`src/rtl/core_apb_dec.sv`:
```
// APB address decoder: one upstream master fanned out to NSLV slaves selected by an address field.
// Optional access-phase timeout is enabled by defining CORE_APB_DEC_TOUT_EN.
module core_apb_dec #(
  parameter int AW       = 32,
  parameter int DW       = 32,
  parameter int NSLV     = 2,
  parameter int DEC_LSB  = 27,
  parameter int DEC_W    = 1,
  parameter int TOUT_CYC = 255
) (
  input  logic               clk,
  input  logic               rst,
  input  logic               m_psel,
  input  logic               m_penable,
  input  logic               m_pwrite,
  input  logic [AW-1:0]      m_paddr,
  input  logic [DW/8-1:0]    m_pstrb,
  input  logic [2:0]         m_pprot,
  input  logic [DW-1:0]      m_pwdata,
  output logic [DW-1:0]      m_prdata,
  output logic               m_pslverr,
  output logic               m_pready,
  output logic [NSLV-1:0]    s_psel,
  output logic [NSLV-1:0]    s_penable,
  output logic [AW-1:0]      s_paddr,
  output logic               s_pwrite,
  output logic [DW/8-1:0]    s_pstrb,
  output logic [2:0]         s_pprot,
  output logic [DW-1:0]      s_pwdata,
  input  logic [NSLV*DW-1:0] s_prdata,
  input  logic [NSLV-1:0]    s_pslverr,
  input  logic [NSLV-1:0]    s_pready
);

  localparam logic [0:0] ST_IDLE   = 1'b0;
  localparam logic [0:0] ST_ACCESS = 1'b1;

  function automatic logic is_mapped(input logic [DEC_W-1:0] v);
    logic hit;
    hit = 1'b0;
    for (int i = 0; i < NSLV; i++) begin
      hit = hit | (v == DEC_W'(i));
    end
    return hit;
  endfunction

  logic [0:0]       state_q, state_d;
  logic [DEC_W-1:0] sel_q, sel_d;
  logic [DEC_W-1:0] idx_s;
  logic             sel_map_s;
  logic             sel_ready_s;
  logic             sel_err_s;
  logic [DW-1:0]    sel_rdata_s;
  logic             access_s;
  logic             viol_s;
  logic             abort_s;

  assign idx_s     = m_paddr[DEC_LSB +: DEC_W];
  assign sel_map_s = is_mapped(sel_q);
  assign access_s  = (state_q == ST_ACCESS) & m_psel & m_penable;
  assign viol_s    = (state_q == ST_IDLE) & m_penable;

  assign s_paddr  = m_paddr;
  assign s_pwrite = m_pwrite;
  assign s_pstrb  = m_pstrb;
  assign s_pprot  = m_pprot;
  assign s_pwdata = m_pwdata;

  // Response mux driven only by the slave index latched at the start of the access
  always_comb begin
    sel_ready_s = 1'b0;
    sel_err_s   = 1'b0;
    sel_rdata_s = '0;
    for (int i = 0; i < NSLV; i++) begin
      if (sel_q == DEC_W'(i)) begin
        sel_ready_s = s_pready[i];
        sel_err_s   = s_pslverr[i];
        sel_rdata_s = s_prdata[i*DW +: DW];
      end else begin
        sel_ready_s = sel_ready_s;
      end
    end
  end

`ifdef CORE_APB_DEC_TOUT_EN
  localparam int CW = $clog2(TOUT_CYC + 1);

  logic [CW-1:0] cnt_q, cnt_d;

  assign abort_s = (state_q == ST_ACCESS) & m_psel & (cnt_q == CW'(TOUT_CYC));

  // Wait counter: counts stalled access cycles of a mapped slave, cleared whenever idle
  always_comb begin
    cnt_d = cnt_q;
    if (state_d == ST_IDLE) begin
      cnt_d = '0;
    end else if (state_q == ST_IDLE) begin
      cnt_d = '0;
    end else if (access_s & sel_map_s & ~sel_ready_s) begin
      cnt_d = cnt_q + CW'(1);
    end else begin
      cnt_d = cnt_q;
    end
  end

  // Wait counter register
  always_ff @(posedge clk) begin
    if (rst) begin
      cnt_q <= '0;
    end else begin
      cnt_q <= cnt_d;
    end
  end
`else
  assign abort_s = 1'b0;
`endif

  // Per-slave select/enable; a setup cycle with penable already high selects nothing
  always_comb begin
    s_psel    = '0;
    s_penable = '0;
    for (int i = 0; i < NSLV; i++) begin
      if (rst) begin
        s_psel[i]    = 1'b0;
        s_penable[i] = 1'b0;
      end else if (state_q == ST_IDLE) begin
        s_psel[i]    = m_psel & ~m_penable & (idx_s == DEC_W'(i));
        s_penable[i] = 1'b0;
      end else begin
        s_psel[i]    = m_psel & (sel_q == DEC_W'(i)) & ~abort_s;
        s_penable[i] = s_psel[i] & m_penable;
      end
    end
  end

  // Upstream response: errors for protocol violation, unmapped index or timeout
  always_comb begin
    m_pready  = 1'b0;
    m_pslverr = 1'b0;
    m_prdata  = '0;
    if (rst) begin
      m_pready = 1'b0;
    end else if (viol_s) begin
      m_pready  = 1'b1;
      m_pslverr = 1'b1;
    end else if (access_s) begin
      if (abort_s | ~sel_map_s) begin
        m_pready  = 1'b1;
        m_pslverr = 1'b1;
      end else if (sel_ready_s) begin
        m_pready  = 1'b1;
        m_pslverr = sel_err_s;
        m_prdata  = sel_rdata_s;
      end else begin
        m_pready = 1'b0;
      end
    end else begin
      m_pready = 1'b0;
    end
  end

  // Transfer FSM next state
  always_comb begin
    state_d = state_q;
    sel_d   = sel_q;
    case (state_q)
      ST_IDLE: begin
        if (m_psel & ~m_penable) begin
          state_d = ST_ACCESS;
          sel_d   = idx_s;
        end else begin
          state_d = ST_IDLE;
        end
      end
      ST_ACCESS: begin
        if (~m_psel | m_pready) begin
          state_d = ST_IDLE;
        end else begin
          state_d = ST_ACCESS;
        end
      end
      default: begin
        state_d = ST_IDLE;
      end
    endcase
  end

  // FSM and latched slave index
  always_ff @(posedge clk) begin
    if (rst) begin
      state_q <= ST_IDLE;
      sel_q   <= '0;
    end else begin
      state_q <= state_d;
      sel_q   <= sel_d;
    end
  end

endmodule

```
`config.mk`:
```
export PLATFORM = sky130hd
export DESIGN_NAME = core_apb_dec
export DESIGN_NICKNAME = d
export VERILOG_FILES = /design/src/rtl/core_apb_dec.sv
export SDC_FILE = /design/constraint.sdc
export NUM_CORES = 1
export LEC_CHECK = 0
export ABC_CLOCK_PERIOD_IN_PS = 1900
export CORE_AREA = 2 2 100 102
export CTS_CLUSTER_DIAMETER = 50
export DETAILED_ROUTE_END_ITERATION = 16
export DIE_AREA = 0 0 102 104
export HOLD_SLACK_MARGIN = 0.1
export PLACE_DENSITY = 0.64
export SETUP_SLACK_MARGIN = 0.5
export SLEW_MARGIN = 20
export SYNTH_ARGS = -nofsm -noshare
export SYNTH_HDL_FRONTEND = slang
export SYNTH_SLANG_ARGS = --single-unit
```
`constraint.sdc`:
```
create_clock -name clk -period 1.9 [get_ports clk]
set_input_delay 0.19 -clock clk [delete_from_list [all_inputs] [get_ports clk]]
set_output_delay 0.19 -clock clk [all_outputs]
set_load 0.01 [all_outputs]
```
* After elaboration in Yosys (flattened, before gate mapping)
Cells that the tools add are included.
Storage, ports and cells: word-level logic and storage cells 45, bits of input ports 144, output and inout bits 110, flip-flop bits (word level) 2
Operators by class: bitwise gates (word level) 16, multiplexer cells 26, reductions and logical operators 1
Operators by type and width (number):
- $mux W32 | 5
- $mux W1 | 20
- $and A1 B1 Y1 | 10
- $not A1 Y1 | 5
- $pmux W1 S2 | 1
- $reduce_and A2 Y1 | 1
- $or A1 B1 Y1 | 1

* Longest topological paths before layout
Gate-level depths: netlist of run 1.
depth in word-level cells 8, mapped depth 5, gate-level depth less buffers 3

* Least setup slack after synthesis of run 1
No wires, ideal clock.
path kind register to output, from register state_q, to output m_prdata[11], buffers on the path 2, data required time 1.710 ns, cell stages (with the launch flop) 6, arrival 1.042 ns, setup slack 0.668 ns, path through dfxtp_1 buf_4 and4b_4 nand2_4 buf_6 nor2_1
On the way: word-level cells in the longest chain between the ends 5, elaborated cells between the ends (all ways) 7, those cells by class mux (3); bitwise (4)
Ends and longest elaborated chain:
- start: declaration | RTL line 47 | logic [0:0] state_q, state_d;
- start signal: assignment | RTL line 194 | state_q <= state_d;
- $and A1 B1 Y1 (2 in series) | RTL line 60 | assign access_s = (state_q == ST_ACCESS) & m_psel & m_penable;
- $mux W32 | RTL line 146 | end else if (access_s) begin
- $mux W32 * | RTL line 143 | end else if (viol_s) begin
- $mux W32 * | RTL line 141 | if (rst) begin
- end: declaration | RTL line 20 | output logic [DW-1:0] m_prdata,
Every way passes the cells marked *; elsewhere a longest branch is shown, timed or not.

* Worst setup path in the final report of run 1
from register sel_q, to output m_prdata[18]
On the way: word-level cells in the longest chain between the ends 5, elaborated cells between the ends (all ways) 6, those cells by class mux (6)
Ends and longest elaborated chain:
- start: declaration | RTL line 48 | logic [DEC_W-1:0] sel_q, sel_d;
- start signal: assignment | RTL line 195 | sel_q <= sel_d;
- $mux W32 / $mux W1 (equally long branches) | RTL line 75 | if (sel_q == DEC_W'(i)) begin
- $mux W32 * | RTL line 150 | end else if (sel_ready_s) begin
- $mux W32 * | RTL line 146
- $mux W32 * | RTL line 143
- $mux W32 * | RTL line 141
Marked as above.

==> results_dict.tcl, run 1 <==
set metrics [dict create \
    setup_tns_ns 0 \
    die_area_mm2 0.0106 \
    cts_max_level 1 \
    ant_nets 0 \
    first_pass_iters 4 \
    layoutNonFillerInstCount 357 \
    grt_usage_pct 7.40 \
    critPathLaunch "sel_q" \
    grt_overflow 0 \
    syn_area_mm2 0.00129 \
    cts_made_buffers 3 \
    p_sw_share_pct 25.8 \
    fin_crit_sh_pct 85.6 \
    clock-sinks 2 \
    portBuffers 111 \
    grt_pass1_vias 1356 \
    reg2regPathDepth 5 \
    dp_cells 345 \
    cp_max_fo 11 \
    drv_slew 0 \
    p_per_area_mw_per_mm2 236 \
    ios 254 \
    tightestPinTransition_ns 0.294 \
    endpoint_kind "primary output" \
    initial_core_util_pct 13.5 \
    syn_nets 315 \
    cts_tree "built" \
    ys_warn_count 0 \
    cp.arrival_ns 1.44 \
    die-width_um 102 \
    antenna_cells 0 \
    peakVddDrop_mv 0.173 \
    ys.flop_type "dfxtp_1" \
    drive_gt1_share_pct 44.2 \
    netlist_top_cells_count "buf_4, mux2i_1, nor2_1, nor2_2" \
    power_leakage_uw 0.000884 \
    grt_pass1_wl_mm 6.27 \
    timing.rr.start "sel_q" \
    antenna_found_initial 0 \
    hold_violations 0 \
    yosys.area.top_type "buf_4" \
    rows 36 \
    grt_max_degree 23 \
    required_ns 1.71 \
    syn_to_final_growth_pct 76.4 \
    dr.first_iter.drc_count 23 \
    synth_cells 171 \
    critPathKind "reg2out" \
    seq_power_share_pct 8.5 \
    synth.area.top_cells "buf_4, mux2i_1, nor2_1" \
    vias_per_cell 3.57 \
    synth_top_area_share_pct 44.4 \
    root_buffer "clkbuf_8" \
    coreArea_mm2 0.00955 \
    clock_latency_ns 0.21 \
    nFillCells 1057 \
    clk_pin_slew_ns 0.03 \
    ys_seq_area_share_pct 3.11 \
    p_sw_uw 138 \
    hold_path_end "s_paddr[16]" \
    final_nets 370 \
    wire_per_inst_um 12.4 \
    max_slew_margin_pct 79.8 \
    layout_min_cycle_time_ns 1.63 \
    synth-edff-count 0 \
    fp.dieH_um 104 \
    worstHoldStart "m_paddr[16]" \
    r2r_setup_slack_ns 0.68 \
    rsz0062_at_grt "yes" \
    synth_seq_cells 2 \
    drc 0 \
    crit_path_start_kind "flop" \
    hpwl_mm 3.45 \
    gp_congestion 0.686 \
    comb_power_share_pct 60.8 \
    cts_buffer_depth 2 \
    yosysUniqueCellTypes 18 \
    reg2reg_to "state_q" \
    whs_path_depth 0 \
    hold_class "in2out" \
    wl_mm 4.44 \
    ys_async_sr_fraction_pct 0 \
    clkPwrFrac_pct 30.7 \
    power.internal_uw 397 \
    cap_violations 0 \
    setup_viol 0 \
    synth_most_common_cell "buf_4" \
    route.vias.total 1276 \
    cts_hold_buf 0 \
    fmax_mhz 615 \
    fin_worst_skew_ns 0.00273 \
    synth_area_per_cell_um2 7.52 \
    outcome "complete, no violations" \
]
## flip-flops by register name, indices dropped and copies added, names as in the netlist
name	flops
sel_q	1
state_q	1
## cell families (layout without fill, tap and decap cells)
kind of cell | count (synthesis) | in the layout | synth area share (%)
buf+inv | 82 | 135 | 48.4
compound gates | 5 | 5 | 2.14
mux | 35 | 35 | 27.7
flops | 2 | 2 | 3.11
simple gates | 47 | 47 | 18.6
## worst max-delay path by stage
stage               cells past startpoint            to
floorplan                               5  m_prdata[11]
global placement                        6  m_prdata[12]
detailed placement                      6  m_prdata[12]
CTS                                     6  m_prdata[18]
global route                            6   m_prdata[0]
finish                                  6  m_prdata[18]
## cell usage in the layout, fill, tap and decap left out, types with 2 or more instances in the layout
master           count
clkdlybuf4s50_1     67
mux2i_1             28
buf_2               27
nor2_2              14
nor2_1              14
buf_6               10
buf_4               10
nor2_4               9
dlygate4sd2_1        6
buf_12               6
mux2i_2              3
clkbuf_8             3
mux2i_4              2
nand2b_1             2
a21oi_2              2
a21oi_1              2
buf_16               2
## worst max-delay path, stage by stage, from the launching register on
cell and delay, ns:
dfxtp_4 0.34, mux2_4 0.32, buf_12 0.13, nand2_8 0.10
buf_16 0.15, nor2_1 0.05, buf_2 0.13
## layout make-up
type | instances | area [µm²] | area share (%)
clock buffer | 3 | 41.3 | 1.82
inverter | 2 | 7.51 | 0.331
multi-input combinational | 87 | 761 | 33.5
sequential | 2 | 45.0 | 1.99
tap | 133 | 166 | 7.34
timing repair buffer | 130 | 1250 | 55.0
## layer usage
metal  vias up  global-route usage, %  part of all wire (%)
li1        586                      -                     -
met3        32                   3.02                    15
met4         0                   3.62                   3.9
met1       547                   6.60                    32
met5         -                      0                     0
met2       111                   13.9                    50
## per-stage QoR
| step | power, µW | util, % | cell area [µm²] | hold slack, ns | setup slack, ns |
|---|---|---|---|---|---|
| after floorplan | 295 | - | 1290 | 0.262 | 0.668 |
| after global placement | 326 | 21.5 | 2050 | 0.380 | -0.269 |
| after detailed placement | 329 | 21.5 | 2050 | 0.380 | -0.240 |
| after CTS | 521 | 22.2 | 2120 | 0.380 | 0.248 |
| after global routing | 569 | 23.8 | 2270 | 0.380 | 0.214 |
| final | 535 | 23.8 | 2270 | 0.380 | 0.274 |
## power groups by stage
stage	clock [µW]	combinational, µW	sequential, µW
global placement	0	279	47.6
floorplan	0	249	45.8
CTS	170	306	45.1
detailed placement	0	282	47.6
global route	175	348	45.6
finish	164	325	45.3
## timing repair
item | in CTS | in global routing
pin swaps | 9 | 6
endpoints found under the setup margin | 39 | 38
gates cloned | 2 | 0
gates resized for setup | 174 | 37
setup buffers | 6 | 1
Power figures use the tool's default switching activity.
==> inputs of run 2 (changes only) <==
--- a/config.mk
+++ b/config.mk
@@ -6,12 +6,13 @@
 export NUM_CORES = 1
 export LEC_CHECK = 0
 export ABC_CLOCK_PERIOD_IN_PS = 1900
-export CORE_AREA = 2 2 100 102
+export CELL_PAD_IN_SITES_DETAIL_PLACEMENT = 0
+export CELL_PAD_IN_SITES_GLOBAL_PLACEMENT = 2
+export CORE_UTILIZATION = 10
 export CTS_CLUSTER_DIAMETER = 50
 export DETAILED_ROUTE_END_ITERATION = 16
-export DIE_AREA = 0 0 102 104
 export HOLD_SLACK_MARGIN = 0.1
-export PLACE_DENSITY = 0.64
+export PLACE_DENSITY = 0.95
 export SETUP_SLACK_MARGIN = 0.5
 export SLEW_MARGIN = 20
 export SYNTH_ARGS = -nofsm -noshare
==> run 2 against run 1 <==
  * Clock skew decreased by 0.0010 ns
  * Register-to-register slack got worse by 0.13 ns
  * Highest routed layer unchanged
  * Critical path type unchanged
  * Sequential power rose by 0.9%
  * Utilization is 2.8 points lower
  * Clock power increased by 90%
  * Worst setup slack got worse by 0.012 ns
  * Largest cell class unchanged
  * Maximum frequency decreased by 0.72%
==> results_dict.tcl, run 2 (synthesized netlist as in run 1, its figures left out) <==
set metrics [dict create \
    regArea_um2 45.0 \
    hold_class "in2reg" \
    ant_nets 0 \
    whs_path_depth 2 \
    dr.first_iter.drc_count 23 \
    crit_buf_inv 3 \
    final_nets 381 \
    syn_to_final_growth_pct 105 \
    cp_max_fo 5 \
    cts_max_level 1 \
    utilization_pct 21.0 \
    cts_hold_buf 0 \
    final_common_cell "clkdlybuf4s50_1" \
    first_pass_iters 4 \
    clkPwrFrac_pct 43.5 \
    top_regs "sel_q (1), state_q (1)" \
    seq_power_share_pct 6.4 \
    power.internal_uw 547 \
    reg2reg_to "state_q" \
    drive_gt1_share_pct 50.2 \
    final_cell_mix "clkdlybuf4s50_1, mux2i_1, buf_2" \
    nFillCells 1363 \
    path_cells "mux2_4 -> nand2_8 -> buf_12 -> buf_16 -> nor2_2 -> buf_2" \
    grt_max_degree 14 \
    cap_violations 0 \
    fin_crit_sh_pct 86.2 \
    gp_congestion 0.620 \
    critPathKind "reg2out" \
    drv_slew 0 \
    required_ns 1.71 \
    reg2regPathDepth 6 \
    cp.arrival_ns 1.45 \
    clk_pin_slew_ns 0.03 \
    crit_path_start_kind "flop" \
    fp.dieH_um 115 \
    fmax_mhz 611 \
    wire_per_inst_um 12.9 \
    timing.rr.start "sel_q" \
    rsz0062_at_grt "yes" \
    layout_min_cycle_time_ns 1.64 \
    r2r_setup_slack_ns 0.55 \
    wl_mm 5.23 \
    endpoint_kind "primary output" \
    crit_slowest_cell "dfxtp_4" \
    cts_tree "built" \
    die_area_mm2 0.0133 \
    worstHoldStart "rst" \
    route.vias.total 1332 \
    grt_overflow 0 \
    hpwl_mm 3.94 \
    max_slew_margin_pct 77.8 \
    power_leakage_uw 0.00104 \
    die-width_um 115 \
    tightestPinTransition_ns 0.324 \
    holdWs_ns 0.275 \
    clock-sinks 2 \
    p_sw_share_pct 23.8 \
    outcome "complete, no violations" \
    comb_power_share_pct 50.1 \
    grt_pass1_wl_mm 6.80 \
    rows 41 \
    hold_violations 0 \
    drc 0 \
    antenna_cells 0 \
    clock_latency_ns 0.22 \
    grt_usage_pct 7.14 \
    grt_pass1_vias 1356 \
    path_delay_family "buffers and inverters" \
    p_sw_uw 171 \
    fin_worst_skew_ns 0.00172 \
    setup_viol 0 \
    portBuffers 111 \
    antenna_found_initial 0 \
    p_total_uw 718 \
    root_buffer "clkbuf_16" \
    peakVddDrop_mv 0.185 \
    p_per_area_mw_per_mm2 272 \
    cpPeakStageDelay_ns 0.35 \
    cts_made_buffers 3 \
    coreArea_mm2 0.0126 \
    initial_core_util_pct 10.2 \
    ios 254 \
    hold_path_end "sel_q" \
    vias_per_cell 3.27 \
    cts_buffer_depth 2 \
    multi_input_area_um2 838 \
]
run 2: repair_timing:
action                     4_1_cts  5_1_grt
resized for setup              192       52
setup buffers                   10        5
pin swaps                       24        8
cloned                           4        0
setup endpoints to repair       39       38
run 2: area by class of cell:
| class | count | share of cell area [%] |
|---|---|---|
| inverter | 2 | 0.285 |
| multi-input combinational | 87 | 31.8 |
| tap | 172 | 8.16 |
| clock buffer | 3 | 2.85 |
| timing repair buffer | 141 | 55.2 |
| sequential | 2 | 1.71 |
run 2: worst reg2reg max path, cell delays in order, from the launching register on:
cell and delay [ns]:
dfxtp_4 0.35, mux2_4 0.34, buf_6 0.13, buf_6 0.11, buf_4 0.12, o21a_1 0.16
nor2_1 0.07
run 2: metrics by stage:
step | cell area [µm²] | setup TNS [ns] | instances | worst slack [ns]
6_report | 2640 | 0 | 407 | 0.262
5_1_grt | 2640 | 0 | 407 | 0.213
4_1_cts | 2390 | 0 | 402 | 0.249
3_5_place_dp | 2090 | -7.29 | 385 | -0.255
3_3_place_gp | 2090 | -7.21 | 385 | -0.248
2_1_floorplan | 1290 | 0 | 171 | 0.668
run 2: power by group through the flow:
stage          sequential (µW)  clock (µW)  combinational [µW]
2_1_floorplan             45.8           0                 249
5_1_grt                   46.1         330                 383
6_report                  45.7         312                 360
3_5_place_dp              47.4           0                 282
4_1_cts                   45.8         318                 330
3_3_place_gp              47.3           0                 281
run 2: worst max path at each step:
stage | startpoint | endpoint | depth (start not counted)
after floorplan | state_q | m_prdata[11] | 5
after global placement | rst | m_prdata[12] | 6
after detailed placement | rst | m_prdata[29] | 6
after CTS | sel_q | m_prdata[0] | 6
after global routing | sel_q | m_pready | 6
final | sel_q | m_prdata[0] | 6
run 2: routing by layer:
metal  part of all wire (%)  vias to the layer above  track usage [%]
li1                       -                      611                -
met1                     29                      582             5.22
met2                     51                      111             14.2
met3                     14                       28             2.56
met4                    6.4                        0             6.41
met5                      0                        -                0
